### src/rtl/bw_clk_cl_hdr_ctl.sv
// Cluster clock-header controller: turns clock on/off requests into a registered,
// glitch-free gating enable, with a stop-drain delay and a counted single-step burst.
// Optional scan override of the enable is built when BW_CLK_HDR_SCAN_EN is defined.
module bw_clk_cl_hdr_ctl #(
  parameter int STOP_DLY = 4,
  parameter int STEP_W   = 8
) (
  input  logic              gclk,
  input  logic              arst,
  input  logic              cken_req,
  output logic              cken_ack,
  input  logic              step_val,
  input  logic [STEP_W-1:0] step_cnt,
  output logic              step_rej,
  output logic              rclk_en,
  output logic              busy
`ifdef BW_CLK_HDR_SCAN_EN
  ,
  input  logic              se
`endif
);

  localparam int CNT_W = (STEP_W > 4) ? STEP_W : 4;
  localparam logic [CNT_W-1:0] DRAIN_INIT = CNT_W'(STOP_DLY - 1);
  localparam logic [CNT_W-1:0] CNT_ONE    = CNT_W'(1);

  typedef enum logic [1:0] {
    ST_OFF   = 2'd0,
    ST_RUN   = 2'd1,
    ST_DRAIN = 2'd2,
    ST_STEP  = 2'd3
  } state_e;

  state_e           state_q, state_d;
  logic [CNT_W-1:0] cnt_q, cnt_d;
  logic             rclk_en_q, rclk_en_d;
  logic             cken_ack_q, cken_ack_d;
  logic             busy_q, busy_d;
  logic             step_rej_q, step_rej_d;

  always_comb begin
    state_d = state_q;
    cnt_d   = cnt_q;
    case (state_q)
      ST_OFF: begin
        if (cken_req) begin
          state_d = ST_RUN;
        end else if (step_val && (step_cnt != '0)) begin
          state_d = ST_STEP;
          cnt_d   = CNT_W'(step_cnt);
        end
      end
      ST_RUN: begin
        if (!cken_req) begin
          state_d = ST_DRAIN;
          cnt_d   = DRAIN_INIT;
        end
      end
      ST_DRAIN: begin
        // A renewed request aborts the drain without ever dropping the enable.
        if (cken_req) begin
          state_d = ST_RUN;
          cnt_d   = '0;
        end else if (cnt_q == '0) begin
          state_d = ST_OFF;
        end else begin
          cnt_d = cnt_q - CNT_ONE;
        end
      end
      ST_STEP: begin
        // Burst length is fixed at entry; the request level only picks the exit state.
        if (cnt_q == CNT_ONE) begin
          state_d = cken_req ? ST_RUN : ST_OFF;
          cnt_d   = '0;
        end else begin
          cnt_d = cnt_q - CNT_ONE;
        end
      end
      default: begin
        state_d = ST_OFF;
        cnt_d   = '0;
      end
    endcase
  end

  // Outputs are registered decodes of the next state, so each is a clean flop.
  always_comb begin
    rclk_en_d  = (state_d != ST_OFF);
    cken_ack_d = (state_d == ST_RUN);
    busy_d     = (state_d == ST_DRAIN) || (state_d == ST_STEP);
    step_rej_d = step_val && ((state_q != ST_OFF) || cken_req || (step_cnt == '0));
  end

  always_ff @(posedge gclk or posedge arst) begin
    if (arst) begin
      state_q    <= ST_OFF;
      cnt_q      <= '0;
      rclk_en_q  <= 1'b0;
      cken_ack_q <= 1'b0;
      busy_q     <= 1'b0;
      step_rej_q <= 1'b0;
    end else begin
      state_q    <= state_d;
      cnt_q      <= cnt_d;
      rclk_en_q  <= rclk_en_d;
      cken_ack_q <= cken_ack_d;
      busy_q     <= busy_d;
      step_rej_q <= step_rej_d;
    end
  end

  assign cken_ack = cken_ack_q;
  assign busy     = busy_q;
  assign step_rej = step_rej_q;

`ifdef BW_CLK_HDR_SCAN_EN
  assign rclk_en = se | rclk_en_q;
`else
  assign rclk_en = rclk_en_q;
`endif

endmodule

### config.mk
export PLATFORM = sky130hd
export DESIGN_NAME = bw_clk_cl_hdr_ctl
export DESIGN_NICKNAME = d
export VERILOG_FILES = /design/src/rtl/bw_clk_cl_hdr_ctl.sv
export SDC_FILE = /design/constraint.sdc
export NUM_CORES = 1
export LEC_CHECK = 0
export BUFFER_PORTS_ARGS = -buffer_cell sky130_fd_sc_hd__buf_2
export CORE_MARGIN = 2
export CORE_UTILIZATION = 30
export DETAILED_ROUTE_END_ITERATION = 10
export SLEW_MARGIN = 5
export SYNTH_ARGS = -nofsm -noshare
export SYNTH_HDL_FRONTEND = slang
export SYNTH_SLANG_ARGS = --single-unit
### constraint.sdc
create_clock -name gclk -period 3.4 [get_ports gclk]
set_input_delay 0.68 -clock gclk [delete_from_list [all_inputs] [get_ports gclk]]
set_output_delay 0.68 -clock gclk [all_outputs]
set_load 0.02 [all_outputs]
==> flow_metrics.py <==
metrics = {
    "outcome": {
        "status": "complete, no violations",
    },
    "final_layout": {
        "finalNetCount": 141,
        "area_growth_pct": 13.2,
        "utilization_pct": 35.5,
        "drive_gt1_share_pct": 23.2,
        "antenna_cells": 0,
    },
    "route": {
        "drc_errors": 0,
        "post_drt_wl_per_cell_um": 16.2,
        "drtAntennaViolNets": 0,
        "firstDrtPassIters": 4,
        "viasPerCell": 6.09,
        "routed_wl_mm": 2.77,
        "drt_iter0_drc": 96,
        "via_count": 1042,
    },
    "yosys": {
        "synth.yosys.warnings": 0,
        "synth_edf_count": 0,
        "synth_cell_types": 48,
        "synth_ff_type": "dfrtp_1",
        "synthTopCellsByCount": "14 x dfrtp_1, 10 x nor2_1, 8 x inv_1",
        "synthCells": 111,
        "ys_seq_area_share_pct": 33.5,
        "yosys.area.top_type_share_pct": 33.5,
        "synthArstFlopShare_pct": 100,
        "synth_most_common_cell": "dfrtp_1",
        "synthTopCellsByArea": "dfrtp_1 33%, a32oi_1 5.0%, nor2_1 3.6%",
        "syn_area_um2": 1050,
        "mappedNetlistNets": 125,
        "avgSynthCellArea_um2": 9.42,
        "yosysTopAreaCell": "dfrtp_1",
        "yosys_register_bits": 14,
    },
    "worst_setup_path": {
        "critical_path.max_fanout": 13,
        "cp-end-kind": "flip-flop",
        "cp.required_ns": 3.60,
        "worstPathArrival_ns": 2.42,
        "critPathKind": "reg -> reg",
        "critical_path.startpoint_type": "flip-flop",
    },
    "clock_tree": {
        "cts_made_buffers": 3,
        "cts_resized": 0,
        "clockBufferDepth": 2,
        "htreeDepth": 1,
        "postCtsHoldBufs": 0,
        "clkSinkCount": 14,
        "clk_pin_slew_worst_paths_ns": 0.08,
        "insertion_delay_ns": 0.28,
        "post_cts_buffers": 0,
        "cts_tree": "yes",
        "cts_root_buffer": "clkbuf_4",
    },
    "die": {
        "start_util_pct": 31.3,
        "ioPinCount": 16,
        "die_area_um2": 3980,
        "num_rows": 21,
        "die_width_um": 63.1,
        "core_area_um2": 3340,
        "die_height_um": 63.1,
    },
    "global_route": {
        "antenna_found_initial": 0,
        "grt_start_max_net_pins": 15,
        "grt_usage_pct": 14.6,
        "grt.overflow.total": 0,
        "grt_pass1_vias": 958,
        "grt_pass1_wl_mm": 4.62,
    },
    "power": {
        "p_per_area_nw_per_um2": 839,
        "cellLeakagePower_nw": 0.466,
        "peakVddDrop_v": 0.000256,
    },
    "timing": {
        "setup_viol": 0,
        "worst_pin_slew_ns": 0.747,
        "grt_setup_unrepaired": "false",
        "slew_violations": 0,
        "fin_crit_sh_pct": 65.3,
        "max-slew-margin-rel_pct": 48.9,
        "finalHoldViolCount": 0,
        "min_period_ns": 2.22,
        "tns_ns": 0,
        "clock.fmax_mhz": 451,
        "skew_ns": 0.00378,
    },
    "place": {
        "dpl.hpwl_mm": 2.05,
        "gp_congestion": 0.918,
        "io_buffers": 15,
    },
    "job": {
        "drv_cap": 0,
    },
    "hold_path": {
        "hold_class": "in -> async",
    },
}
-- worst max-delay path, cell delays in order, from the launching register on --
cell	delay [ns]
dfrtp_1	0.61
clkinv_1	0.36
a2111oi_0	0.76
a32oi_1	0.21
o2bb2ai_1	0.19
-- final cells by class --
type	instances	area, um2
Clock buffer	3	22.5
Fill cell	355	2150
Inverter	9	33.8
Multi-Input combinational cell	83	637
Sequential cell	14	350
Tap cell	46	57.6
Timing Repair Buffer	16	82.6
-- sequential cells by signal, indices dropped and copies added, names as in the netlist --
register / cells
cnt_q: 8
state_q: 2
busy: 1
cken_ack: 1
rclk_en: 1
step_rej: 1
-- path summary, 6_finish.rpt --
path / startpoint / endpoint / slack [ns] / cells after the start
max: state_q[0]$_DFF_PP0_ / cnt_q[3]$_DFFE_PP0P_ / 1.18 / 4
max reg2reg: state_q[0]$_DFF_PP0_ / cnt_q[3]$_DFFE_PP0P_ / 1.18 / 4
min reg2reg: cnt_q[6]$_DFFE_PP0P_ / cnt_q[6]$_DFFE_PP0P_ / 0.65 / 1
min: arst / busy$_DFF_PP0_ / 0.43 / 2
max in group asynchronous: arst / cnt_q[0]$_DFFE_PP0P_ / 2.61 / 2
min in group gclk: step_val / step_rej$_DFF_PP0_ / 0.64 / 2
-- kinds of logic after synthesis --
kind of cell / synth area share [%]
AOI/OAI and AO/OA: 33.7
adders and majority gates: 2.39
buffers and inverters: 5.62
DFF: 33.5
muxes: 3.35
and+or+nand+nor: 21.4
-- where the power goes --
part	total (W)	switching, W	internal (W)	leakage [nW]
clock	0.0000946	0.0000535	0.0000411	0.0138
combinational	0.000561	0.000307	0.000254	0.284
sequential	0.000338	0.000112	0.000226	0.169
total	0.000993	0.000473	0.000521	0.466
-- layout by cell type (no fill, tap or decap), types with 2 or more instances in the layout --
cell type / n
ha_1: 2
a32oi_1: 6
a211oi_1: 3
or4_1: 2
dfrtp_1: 14
a21oi_1: 3
nor3_1: 6
clkbuf_4: 3
nor4_1: 2
o2bb2ai_1: 4
nand2_1: 2
o211ai_1: 3
o21a_1: 2
o221ai_1: 3
nor2_1: 10
o22ai_1: 2
mux2i_1: 2
o31a_1: 2
and2_1: 2
buf_2: 15
inv_1: 8
o32ai_1: 2
o311ai_0: 2
-- through the flow --
step	total power (W)	setup slack, ns	area (um2)	hold slack, ns	instances
after detailed placement	0.000891	1.13	1160	0.628	168
after floorplan	0.000756	1.36	1050	0.558	111
final	0.000993	1.18	1180	0.428	171
after CTS	0.000994	1.24	1180	0.453	171
after global placement	0.000891	1.12	1160	0.633	168
after global routing	0.00108	1.02	1180	0.481	171
-- per-layer routing --
layer  GRT usage (%)  share of wire (%)  vias to the layer above
li1                -                  -                      474
met1            18.4                 40                      504
met2            24.5                 51                       59
met4            3.61                1.0                        0
met5               0                  0                        -
met3            4.29                7.6                        5
Note: power is estimated with default switching activity, not from simulation.
